### src/rtl/channel_ctrl.sv
// Write arbiter and enable sequencer for one GPS C/A tracking channel.
// Each register write is a one-cycle strobe followed by a 000 gap cycle so the phase-sync flags clear.
module channel_ctrl (
   input  logic        clk,
   input  logic        reset_n,
   input  logic        host_valid,
   input  logic [2:0]  host_addr,
   input  logic [31:0] host_data,
   output logic        host_ready,
   input  logic        loop_valid,
   input  logic [2:0]  loop_addr,
   input  logic [31:0] loop_data,
   output logic        loop_ready,
   input  logic        start,
   input  logic        stop,
   output logic [2:0]  ch_address,
   output logic [31:0] ch_data_value,
   output logic        ch_lo_nco_enable,
   output logic        ch_ca_nco_enable,
   output logic        ch_ca_gen_enable,
   output logic        running,
   output logic        addr_err
);

   typedef enum logic [1:0] {WIdle, WIssue, WGap} w_state_e;
   typedef enum logic [1:0] {COff, CArm, COn} c_state_e;

   w_state_e    w_state_q, w_state_d;
   c_state_e    c_state_q, c_state_d;
   logic        last_loop_q, last_loop_d;
   logic [2:0]  addr_q, addr_d;
   logic [31:0] data_q, data_d;
   logic        err_q, err_d;
   logic        ca_gen_q, ca_gen_d;
   logic        nco_q, nco_d;
   logic        run_q, run_d;

   logic        grant_host, grant_loop, xfer, legal;
   logic [2:0]  sel_addr;
   logic [31:0] sel_data;

   // Write path: arbitration, capture and strobe/gap sequencing.
   always_comb begin
      grant_host  = 1'b0;
      grant_loop  = 1'b0;
      w_state_d   = w_state_q;
      addr_d      = addr_q;
      data_d      = data_q;
      last_loop_d = last_loop_q;

      // Readies held low during reset since arbitration is combinational.
      if (w_state_q == WIdle && reset_n) begin
         if (host_valid && loop_valid) begin
            grant_host = last_loop_q;
         end else begin
            grant_host = host_valid;
         end
         grant_loop = loop_valid && !grant_host;
      end

      xfer     = grant_host || grant_loop;
      sel_addr = grant_host ? host_addr : loop_addr;
      sel_data = grant_host ? host_data : loop_data;
      if (grant_host) begin
         legal = (sel_addr >= 3'd1) && (sel_addr <= 3'd5);
      end else begin
         legal = (sel_addr == 3'd1) || (sel_addr == 3'd3);
      end
      err_d = xfer && !legal;

      if (xfer) begin
         last_loop_d = grant_loop;
      end

      unique case (w_state_q)
         WIdle: begin
            if (xfer && legal) begin
               w_state_d = WIssue;
               addr_d    = sel_addr;
               data_d    = sel_data;
            end
         end
         WIssue: begin
            w_state_d = WGap;
            addr_d    = 3'd0;
         end
         WGap:    w_state_d = WIdle;
         default: w_state_d = WIdle;
      endcase
   end

   // Control path: stop dominates, start only honoured from OFF.
   always_comb begin
      c_state_d = c_state_q;
      if (stop) begin
         c_state_d = COff;
      end else begin
         unique case (c_state_q)
            COff:    if (start) c_state_d = CArm;
            CArm:    c_state_d = COn;
            COn:     c_state_d = COn;
            default: c_state_d = COff;
         endcase
      end
      ca_gen_d = (c_state_d != COff);
      nco_d    = (c_state_d == COn);
      run_d    = (c_state_d == COn);
   end

   always_ff @(posedge clk or negedge reset_n) begin
      if (!reset_n) begin
         w_state_q   <= WIdle;
         c_state_q   <= COff;
         last_loop_q <= 1'b1;
         addr_q      <= 3'd0;
         data_q      <= 32'd0;
         err_q       <= 1'b0;
         ca_gen_q    <= 1'b0;
         nco_q       <= 1'b0;
         run_q       <= 1'b0;
      end else begin
         w_state_q   <= w_state_d;
         c_state_q   <= c_state_d;
         last_loop_q <= last_loop_d;
         addr_q      <= addr_d;
         data_q      <= data_d;
         err_q       <= err_d;
         ca_gen_q    <= ca_gen_d;
         nco_q       <= nco_d;
         run_q       <= run_d;
      end
   end

   assign host_ready       = grant_host;
   assign loop_ready       = grant_loop;
   assign ch_address       = addr_q;
   assign ch_data_value    = data_q;
   assign ch_ca_gen_enable = ca_gen_q;
   assign ch_lo_nco_enable = nco_q;
   assign ch_ca_nco_enable = nco_q;
   assign running          = run_q;
   assign addr_err         = err_q;

endmodule

### config.mk
export PLATFORM = sky130hd
export DESIGN_NAME = channel_ctrl
export DESIGN_NICKNAME = d
export VERILOG_FILES = /design/src/rtl/channel_ctrl.sv
export SDC_FILE = /design/constraint.sdc
export NUM_CORES = 1
export LEC_CHECK = 0
export ABC_AREA = 1
export CORE_ASPECT_RATIO = 0.7
export CORE_MARGIN = 2
export CORE_UTILIZATION = 35
export DETAILED_ROUTE_END_ITERATION = 10
export GPL_TIMING_DRIVEN = 0
export PLACE_DENSITY = 0.82
export SETUP_SLACK_MARGIN = 0.15
export SYNTH_ARGS = -nofsm -noshare
export SYNTH_HDL_FRONTEND = slang
export SYNTH_SLANG_ARGS = --single-unit
### constraint.sdc
create_clock -name clk -period 1.9 [get_ports clk]
set_clock_uncertainty 0.05 [all_clocks]
set_input_delay 0.19 -clock clk [delete_from_list [all_inputs] [get_ports clk]]
set_output_delay 0.19 -clock clk [all_outputs]
set_load 0.01 [all_outputs]
---- After elaboration in Yosys (flattened, before gate mapping) ----
Index checks and enable logic that the tools add are counted.
storage, ports and cells
  register bits after elaboration ......... 43
  input port bits ......................... 76
  output and inout bits ................... 42
  word-level logic and storage cells ...... 48
operators by class
  $lt $le $gt $ge ......................... 2
  eq/ne operators ......................... 7
  multiplexer cells ....................... 14
  reduce and logical (&&, ||, !) cells .... 17
operators with widths
  cell                count
  $mux 32             1
  $pmux 2 s2          2
  $logic_and 1x1->1   6
  $mux 2              3
  $mux 3              2
  $pmux 3 s2          1
  $mux 1              5
  $eq 2x1->1 const B  2
  $eq 2x2->1 const B  2
  $logic_not 2->1     2
  $reduce_and 2->1    2
  $reduce_bool 2->1   2
  $eq 3x1->1 const B  1
  $eq 3x2->1 const B  1
  $ge 3x1->1 const B  1
  $le 3x3->1 const B  1
  $logic_not 1->1     2
  $logic_or 1x1->1    2
  $ne 2x1->1 const B  1
  $reduce_or 2->1     1

---- Longest topological paths before layout ----
Gate-level depths: netlist (run 1).
  word-level depth ........................ 11
  depth in mapped cells ................... 15
  mapped depth without buffers ............ 12

---- Worst setup path after synthesis (run 1) ----
No wires, ideal clock.
  kind .................................... reg-to-reg
  start ................................... register last_loop_q
  end ..................................... register data_q[10] (netlist: ch_data_value[10])
  setup time .............................. 0.122 ns
  data arrival time ....................... 1.673 ns
  data required time ...................... 1.728 ns
  path slack .............................. 0.056 ns
  cell stages (with the launch flop) ...... 15
  buffers on the path ..................... 3
  path through ............................ dfstp_2 -> inv_1 -> a21boi_2 -> nand2_2 -> buf_6 -> nand2_1 -> nand2_1 -> nand2_1 -> nand2_2 -> nand2_4 -> nand2_4 -> buf_6 -> buf_6 -> nand2_1 -> o21ai_2
on the way
  cells in the longest elaborated chain, start to end .. 9
ends and longest elaborated chain
  element                                                RTL line  text
  from (decl)                                            30        logic last_loop_q, last_loop_d;
  from (signal assigned)                                 124       last_loop_q <= last_loop_d;
  $mux 1 (*)                                             53        if (host_valid && loop_valid) begin
  $mux 1 (*)                                             52        if (w_state_q == WIdle && reset_n) begin
  $mux 1                                                 52
  $mux 3                                                 62        sel_addr = grant_host ? host_addr : loop_addr;
  $ge 3x1->1, or another cell as far along               65        legal = (sel_addr >= 3'd1) && (sel_addr <= 3'd5);
  $logic_and 1x1->1 or $logic_or 1x1->1 (tied branches)  65, 67
  $mux 1                                                 64        if (grant_host) begin
  $logic_and 1x1->1                                      77        if (xfer && legal) begin
  $reduce_and 2->1 (no source line)                      --
  to (signal assigned)                                   126       data_q <= data_d;
  to (decl)                                              32        logic [31:0] data_q, data_d;
Every way passes the cells marked *; elsewhere a longest branch is shown, timed or not. The select of a mux whose other input is x is not followed.
A chain may end at the register's enable or synchronous reset.

---- Worst setup path in the final report (run 1) ----
  start ................................... register last_loop_q
  end ..................................... register data_q[19] (netlist: ch_data_value[19])
The elaborated chain is that of the path after synthesis.

==> results of run 1 <==
area by class of cell:
class,instances,area [sq um],area share [%]
flip-flops and latches,43,1080,26.9
clock inverters,2,12.5,0.312
well taps,75,93.8,2.34
clock buffers,6,72.6,1.81
repair buffers,137,1420,35.4
multi-input cells,139,1090,27.1
inverters,18,67.6,1.68
plain buffers,13,180,4.49
layer usage:
| metal | vias up | wire length (microns) |
|---|---|---|
| li1 | 984 | - |
| met1 | 939 | 2610 |
| met2 | 84 | 3060 |
| met3 | 5 | 502 |
| met4 | 0 | 44 |
| met5 | - | 0 |
worst register-to-register path, stage by stage (launching register included):
cell,delay (ns)
dfstp_2,0.54
inv_2,0.04
a21boi_4,0.14
nand2_2,0.09
buf_8,0.14
nand2_4,0.06
nand2_2,0.06
nand2_2,0.06
nand2_2,0.05
nand2_4,0.09
nand2_8,0.08
buf_8,0.15
buf_12,0.14
nand2_1,0.05
o21ai_1,0.05
cells by family after synthesis:
kind of cell	after synthesis
fa+ha+maj	2
simple gates	68
mux	32
flops	43
compound gates	37
buf+inv	31
synthesized netlist by cell type:
cell type  count
nand4_1        2
nand3b_1       1
dfstp_2        1
a21oi_1        2
nor2_2         1
o21ai_2       12
inv_2          1
nor3_1         1
buf_6          4
o21a_1         1
ha_1           2
nand2_4        2
clkbuf_1       2
inv_1         17
nor2_1         6
nand3_1        5
nand2_2        3
dfrtp_1       42
a21boi_2       1
buf_4          2
o21ai_0       21
mux2i_1       32
buf_2          5
nand2_1       47
state kept, by name, indices dropped and copies added (netlist names):
name	count
ch_address	3
addr_err	1
ch_data_value	32
running	1
last_loop_q	1
w_state_q	2
ch_ca_gen_enable	1
c_state_q	2
timing repair:
item                                    in CTS  in global routing
endpoints found under the setup margin      38                 38
setup buffers                                8                  4
hold buffers                                 5                  0
cloned                                       3                  0
gates resized for setup                     80                 25
pin swaps                                    2                  4
endpoints found under the hold margin       42                  0
path summary, 6_finish.rpt:
kind                                   start                 to  slack [ns]
min in group clk                w_state_q[1]       w_state_q[1]        0.42
worst max register to register   last_loop_q  ch_data_value[19]      -0.005
worst min register to register  w_state_q[1]       w_state_q[1]        0.42
worst min-delay path                 reset_n   ch_ca_gen_enable        0.26
worst max-delay path             last_loop_q  ch_data_value[19]      -0.005
max in group asynchronous            reset_n  ch_data_value[27]        0.97
metrics by stage:
stage | total power, mW | hold WS, ns | setup TNS [ns] | instances | util (%)
3_3_place_gp | 3.27 | 0.375 | -93.57 | 405 | 58.7
5_1_grt | 4.56 | 0.261 | -2.22 | 433 | 69.3
2_1_floorplan | 2.24 | -0.156 | 0 | 213 | -
4_1_cts | 4.20 | 0.247 | -0.793 | 430 | 67.5
3_5_place_dp | 3.33 | -0.0296 | -12.25 | 406 | 59.0
6_report | 4.27 | 0.256 | -0.0151 | 433 | 69.3
power groups by stage:
| stage | Clock, mW | Sequential [mW] | Combinational, mW |
|---|---|---|---|
| global placement | 0 | 1.49 | 1.77 |
| finish | 0.562 | 1.58 | 2.12 |
| CTS | 0.584 | 1.55 | 2.06 |
| detailed placement | 0 | 1.52 | 1.81 |
| floorplan | 0 | 1.67 | 0.571 |
| global route | 0.638 | 1.63 | 2.29 |
==> results.md, run 1 <==
- Pre-CTS setup slack: -0.419 ns
- Maximum clock path buffer count: 2
- Chip Height: 69.1 microns
- Fraction of synthesized cell area taken by the top area cell type: 49.6%
- Clock power share: 13.2%
- VDD IR-drop max: 482 uV
- Final WL: 6210 microns
- Worst r2r path cells: 14
- DP HPWL: 4330 microns
- CTS tree: yes
- Post-Syn Instances: 213
- Slowest cell on the critical path: dfstp_2
- Diode count: 0
- Clock slew at reported path FFs: 0.08 ns
- Max-slew violations: 0
- Met1 Usage GRT: 24.0%
- Die width: 97.0 microns
- Clk Tree Root Cell: clkbuf_8
- Sw frac: 33.8%
- Synth area leader: dfrtp_1
- Sequential group share of total power: 37.0%
- Synth Cell Area: 2120 sq um
- Most frequent cells in the layout: 114 x clkdlybuf4s50_1, 42 x dfrtp_1, 31 x mux2i_1, 27 x nand2_2, 20 x o21ai_2
- Worst hold path class: in2async
- Simple-Gate Fraction of Synth Area: 14.0%
- Violated checks: negative setup slack
- I/O pins: 118
- Final worst path period share: 100%
- Max-cap viol count: 0
- Sink Count: 43
- Most common cell on crit path: nand2_2
- Met2 Usage GRT: 31.0%
- Switching power: 1.44 mW
- Vias in the first global route: 2056
- Worst path depth: 14
- Met3 Use GR: 6.39%
- Cts bufs inserted: 5
- Synth top area cells: dfrtp_1 50%, mux2i_1 15%, nand2_1 8.3%
- Cell Chain, Critical Path: inv_2 > a21boi_4 > nand2_2 > buf_8 > nand2_4 > nand2_2 > nand2_2 > nand2_2 > nand2_4 > nand2_8 > buf_8 > buf_12 > nand2_1 > o21ai_1
- Rel. slew slack: 81.4%
- RSZ-0062 raised after global routing: yes
- Leak pwr: 1.95 nW
- DR vias: 2012
- Delay-heaviest family, CP: flip-flops
- Sequential cell area fraction in the yosys report: 50.9%
- Grt total ovfl: 0
- Gr busiest metal: met2
- Commonest non-fill, non-tap cell in the layout: clkdlybuf4s50_1
- Layout cell share with drive strength beyond 1: 29.6%
- Antenna violations before repair: 0
- Average size of a mapped cell: 9.94 sq um
- Critical Path End Type: register
- Gpl congestion: 0.775
- Post-route setup slack: -0.00541 ns
- CP Launch Type: register
- Fin crit period: 1.91 ns
- Adder-cell share of the synthesized area: 1.18%
- Layout fillers: 455
- Via density: 4.65
- CP bufs+invs: 4
- Number of port buffers: 117
- Final non-filler cell area: 4010 sq um
- Largest net degree at the start of global routing: 32
- Area Growth Syn to Fin: 89.4%
- Post-synthesis xor/xnor area fraction: 0%
- Combinational share of power: 49.8%
- Setup violators final: 4
- Compound-Gate Fraction of Synth Area: 11.3%
- FMAX: 525 MHz
- Final Hold Viols: 0
- Later-pin clock latency in the skew report: 0.29 ns
- Crit path DAT: 2.03 ns
- Global-route wire length before repair: 10100 microns
- Crit-path max cell delay: 0.54 ns
- Largest family of logic cells by synthesized area: multiplexers
- Syn Nets: 291
- Htree depth: 2
- Post-synth cell types: 24
- Multiplexer share of the synthesized area: 15.1%
- DR iter-0 viols: 46
- CP Max Fanout: 7
- # rows: 23
- Core area: 5780 sq um
- # DRC: 0
- Tot GR Track Use: 18.8%
- Status: finished, violations left
- Total die area: 6700 sq um
- DR WL/cell: 14.3 microns
- Detail Route Antenna Nets: 0
- Synthesized flop and latch total: 43
- PwrDens: 1060 nW/um^2
- Initial core utilization: 36.6%
- Post-DP Area: 3410 sq um
- Critical Path RT: 2.03 ns
- Fin nets: 435
- Warnings, synthesis: 0
- Internal power: 2.82 mW
- Setup CP Type: reg2reg
- DRT Pass-1 Iters: 4
- Worst-Margin Slew: 0.272 ns
Power figures use the tool's default switching activity.
==> inputs of run 2 (changes only) <==
CORE_UTILIZATION = 42   (was 35)
PLACE_DENSITY = 0.91   (was 0.82)
clock period = 2.4 ns   (was 1.9 ns; I/O delays follow)
==> run 2 against run 1 <==
  * The run now ends clean
  * Critical path type is now reg2out
  * Cell area is 11% lower
  * Critical endpoint is now host_ready
  * Combinational power is 32% lower
  * Largest power group unchanged
  * Sequential power decreased by 25%
==> results.md, run 2 (synthesis gave the netlist of run 1 again) <==
- Grt total ovfl: 0 (unchanged)
- Final WL: 5850 microns (-5.8%)
- PwrDens: 901 nW/um^2 (-15%)
- Final Hold Viols: 0 (unchanged)
- R2r setup slk: 0.36 ns (+0.37 ns)
- Clock power share: 18.1% (+4.9 points)
- Core area: 4810 sq um (-17%)
- Max reg flops: 32 (unchanged)
- DR iter-0 viols: 87 (+89%)
- Status: finished, final reports clean
- Htree depth: 2 (unchanged)
- Max-cap viol count: 0 (unchanged)
- Clock slew at reported path FFs: 0.08 ns (about the same)
- Sink Count: 43 (unchanged)
- # rows: 21 (-8.7%)
- Inst Count DP: 400 (-1.5%)
- Final worst path period share: 87.3%
- CP Launch Type: register
- Later-pin clock latency in the skew report: 0.28 ns (about the same)
- Setup violators final: 0 (-4)
- Antenna violations before repair: 0 (unchanged)
- Chip Height: 63.4 microns (-8.2%)
- Worst r2r path cells: 13 (-1)
- Die width: 88.9 microns (-8.4%)
- Internal power: 2.19 mW (-23%)
- Number of port buffers: 117 (unchanged)
- Critical Path RT: 2.11 ns (+0.08 ns)
- VDD IR-drop max: 448 uV (-7.1%)
- Fin crit period: 2.10 ns
- Global-route wire length before repair: 9320 microns (-7.5%)
- Via density: 4.71 (+1.4%)
- Crit-path max cell delay: 0.54 ns (about the same)
- # DRC: 0 (unchanged)
- Sw frac: 31.6% (-2.2 points)
- Switching power: 1.01 mW (-30%)
- Reg2Reg Launch Point: last_loop_q
- Hold Path Origin: w_state_q[1]
- Crit path DAT: 1.81 ns (-0.22 ns)
- CTS tree: yes
- Tot GR Track Use: 21.7% (+2.9 points)
- Cell Chain, Critical Path: inv_1 > a21boi_2 > nand2_2 > inv_1 > clkdlybuf4s50_1
- Most frequent cells in the layout: 116 x clkdlybuf4s50_1, 47 x nand2_1, 42 x dfrtp_1, 32 x mux2i_1, 21 x o21ai_0
- Capturing point of the worst reg2reg path: ch_address[2]
- Setup CP Type: reg2out
- Delay-heaviest family, CP: buffers and inverters
- Rel. slew slack: 46.3% (-35 points)
- Worst hold path class: reg2reg
- Layout cell share with drive strength beyond 1: 13.2% (-16 points)
- Vias in the first global route: 2036 (-0.97%)
- Fin nets: 419 (-3.7%)
- DR vias: 1936 (-3.8%)
- Area Growth Syn to Fin: 67.6%
- Largest net degree at the start of global routing: 26 (-19%)
- Crit. Startpoint: last_loop_q
- Sequential group share of total power: 37.0% (about the same)
- Max-slew violations: 0 (unchanged)
- Clk Tree Root Cell: clkbuf_8
- Initial core utilization: 44.1% (+7.4 points)
- Leak pwr: 1.79 nW (-8.3%)
- Detail Route Antenna Nets: 0 (unchanged)
- FMAX: 477 MHz
- Total power: 3.20 mW (-25%)
- Critical Path End Type: output port
- Hold Path End: w_state_q[1]
- I/O pins: 118 (unchanged)
- Commonest non-fill, non-tap cell in the layout: clkdlybuf4s50_1
- Cts bufs inserted: 5 (unchanged)
- DRT Pass-1 Iters: 4 (unchanged)
- Gpl congestion: 0.770 (-0.61%)
- CP Max Fanout: 4 (-3)
- Diode count: 0 (unchanged)
- Worst path depth: 5 (-9)
- Final Instance Count excl. Fillers: 411 (-5.1%)
- RSZ-0062 raised after global routing: no
- Worst hold path depth: 1
- Combinational share of power: 44.9% (-4.9 points)
- CP bufs+invs: 3 (-1)
- Total die area: 5640 sq um (-16%)
- DR WL/cell: 14.2 microns (-0.80%)
- Most common cell on crit path: inv_1
- Slowest cell on the critical path: clkdlybuf4s50_1
- Worst-Margin Slew: 0.802 ns (+0.530 ns)
- DP HPWL: 4520 microns (+4.4%)
- Maximum clock path buffer count: 2 (unchanged)
==> run 2: cell types whose count changed in the layout (fill, tap and decap cells not counted), moves of 3 or more <==
cell     delta
o21ai_2     -8
nand3_2     -3
nand2_1    +32
o21ai_0    +20
buf_4       -8
o21ai_1    -11
buf_2       +4
nand3_1     +3
buf_12      -4
nand2_4     -7
buf_8       -4
nand2_2    -24
==> run 2: area by class of cell <==
type / count / area, sq um
clock inverter: 2 / 35.0
inverter: 18 / 67.6
clock buffer: 6 / 82.6
multi-input combinational: 139 / 881
fill: 374 / 1260
timing repair buffer: 121 / 1230
sequential: 43 / 1080
buffer: 13 / 95.1
tap: 69 / 86.3
==> run 2: worst max-delay path by stage <==
stage                                   end  slack (ns)
after floorplan           ch_data_value[10]        0.56
after global placement     ch_data_value[1]       -1.41
after detailed placement   ch_data_value[3]       -0.15
after CTS                  ch_data_value[3]        0.27
after global routing          ch_address[2]        0.17
final                            host_ready        0.30
==> run 2: worst reg2reg max path: cells and delay by family, from the launching register on <==
family	cells	cell delay (ns)
buffers and inverters	4	0.52
AND/OR/NAND/NOR	8	0.68
flip-flops	1	0.53
AO/OA/AOI/OAI	1	0.21
==> run 2: power by group through the flow <==
stage	sequential, mW	combinational [mW]	clock, mW
after floorplan	1.32	0.446	0
after global placement	1.18	1.39	0
after detailed placement	1.20	1.44	0
after CTS	1.18	1.45	0.589
after global routing	1.22	1.55	0.625
final	1.18	1.44	0.578
==> run 2: metrics by stage <==
stage,hold slack (ns),setup WS [ns],utilization (%),area (sq um),setup TNS (ns)
2_1_floorplan,-0.106,0.556,-,2120,0
3_3_place_gp,0.374,-1.41,70.2,3380,-56.10
3_5_place_dp,0.153,-0.147,70.5,3390,-2.71
4_1_cts,0.398,0.270,73.8,3550,0
5_1_grt,0.434,0.173,73.8,3550,0
6_report,0.397,0.304,73.8,3550,0
==> run 2: routing by layer <==
metal,vias to the layer above,global-route usage [%],part of all wire [%]
li1,950,-,-
met1,902,25.8,42
met2,78,38.0,50
met3,6,6.03,7.8
met4,0,6.06,0.96
met5,-,0,0
==> run 2: timing repair <==
action | CTS | global route
setup buffers | 0 | 0
hold buffers | 3 | 0
setup endpoints to repair | 0 | 13
endpoints found under the hold margin | 17 | 0
resized for setup | 0 | 4
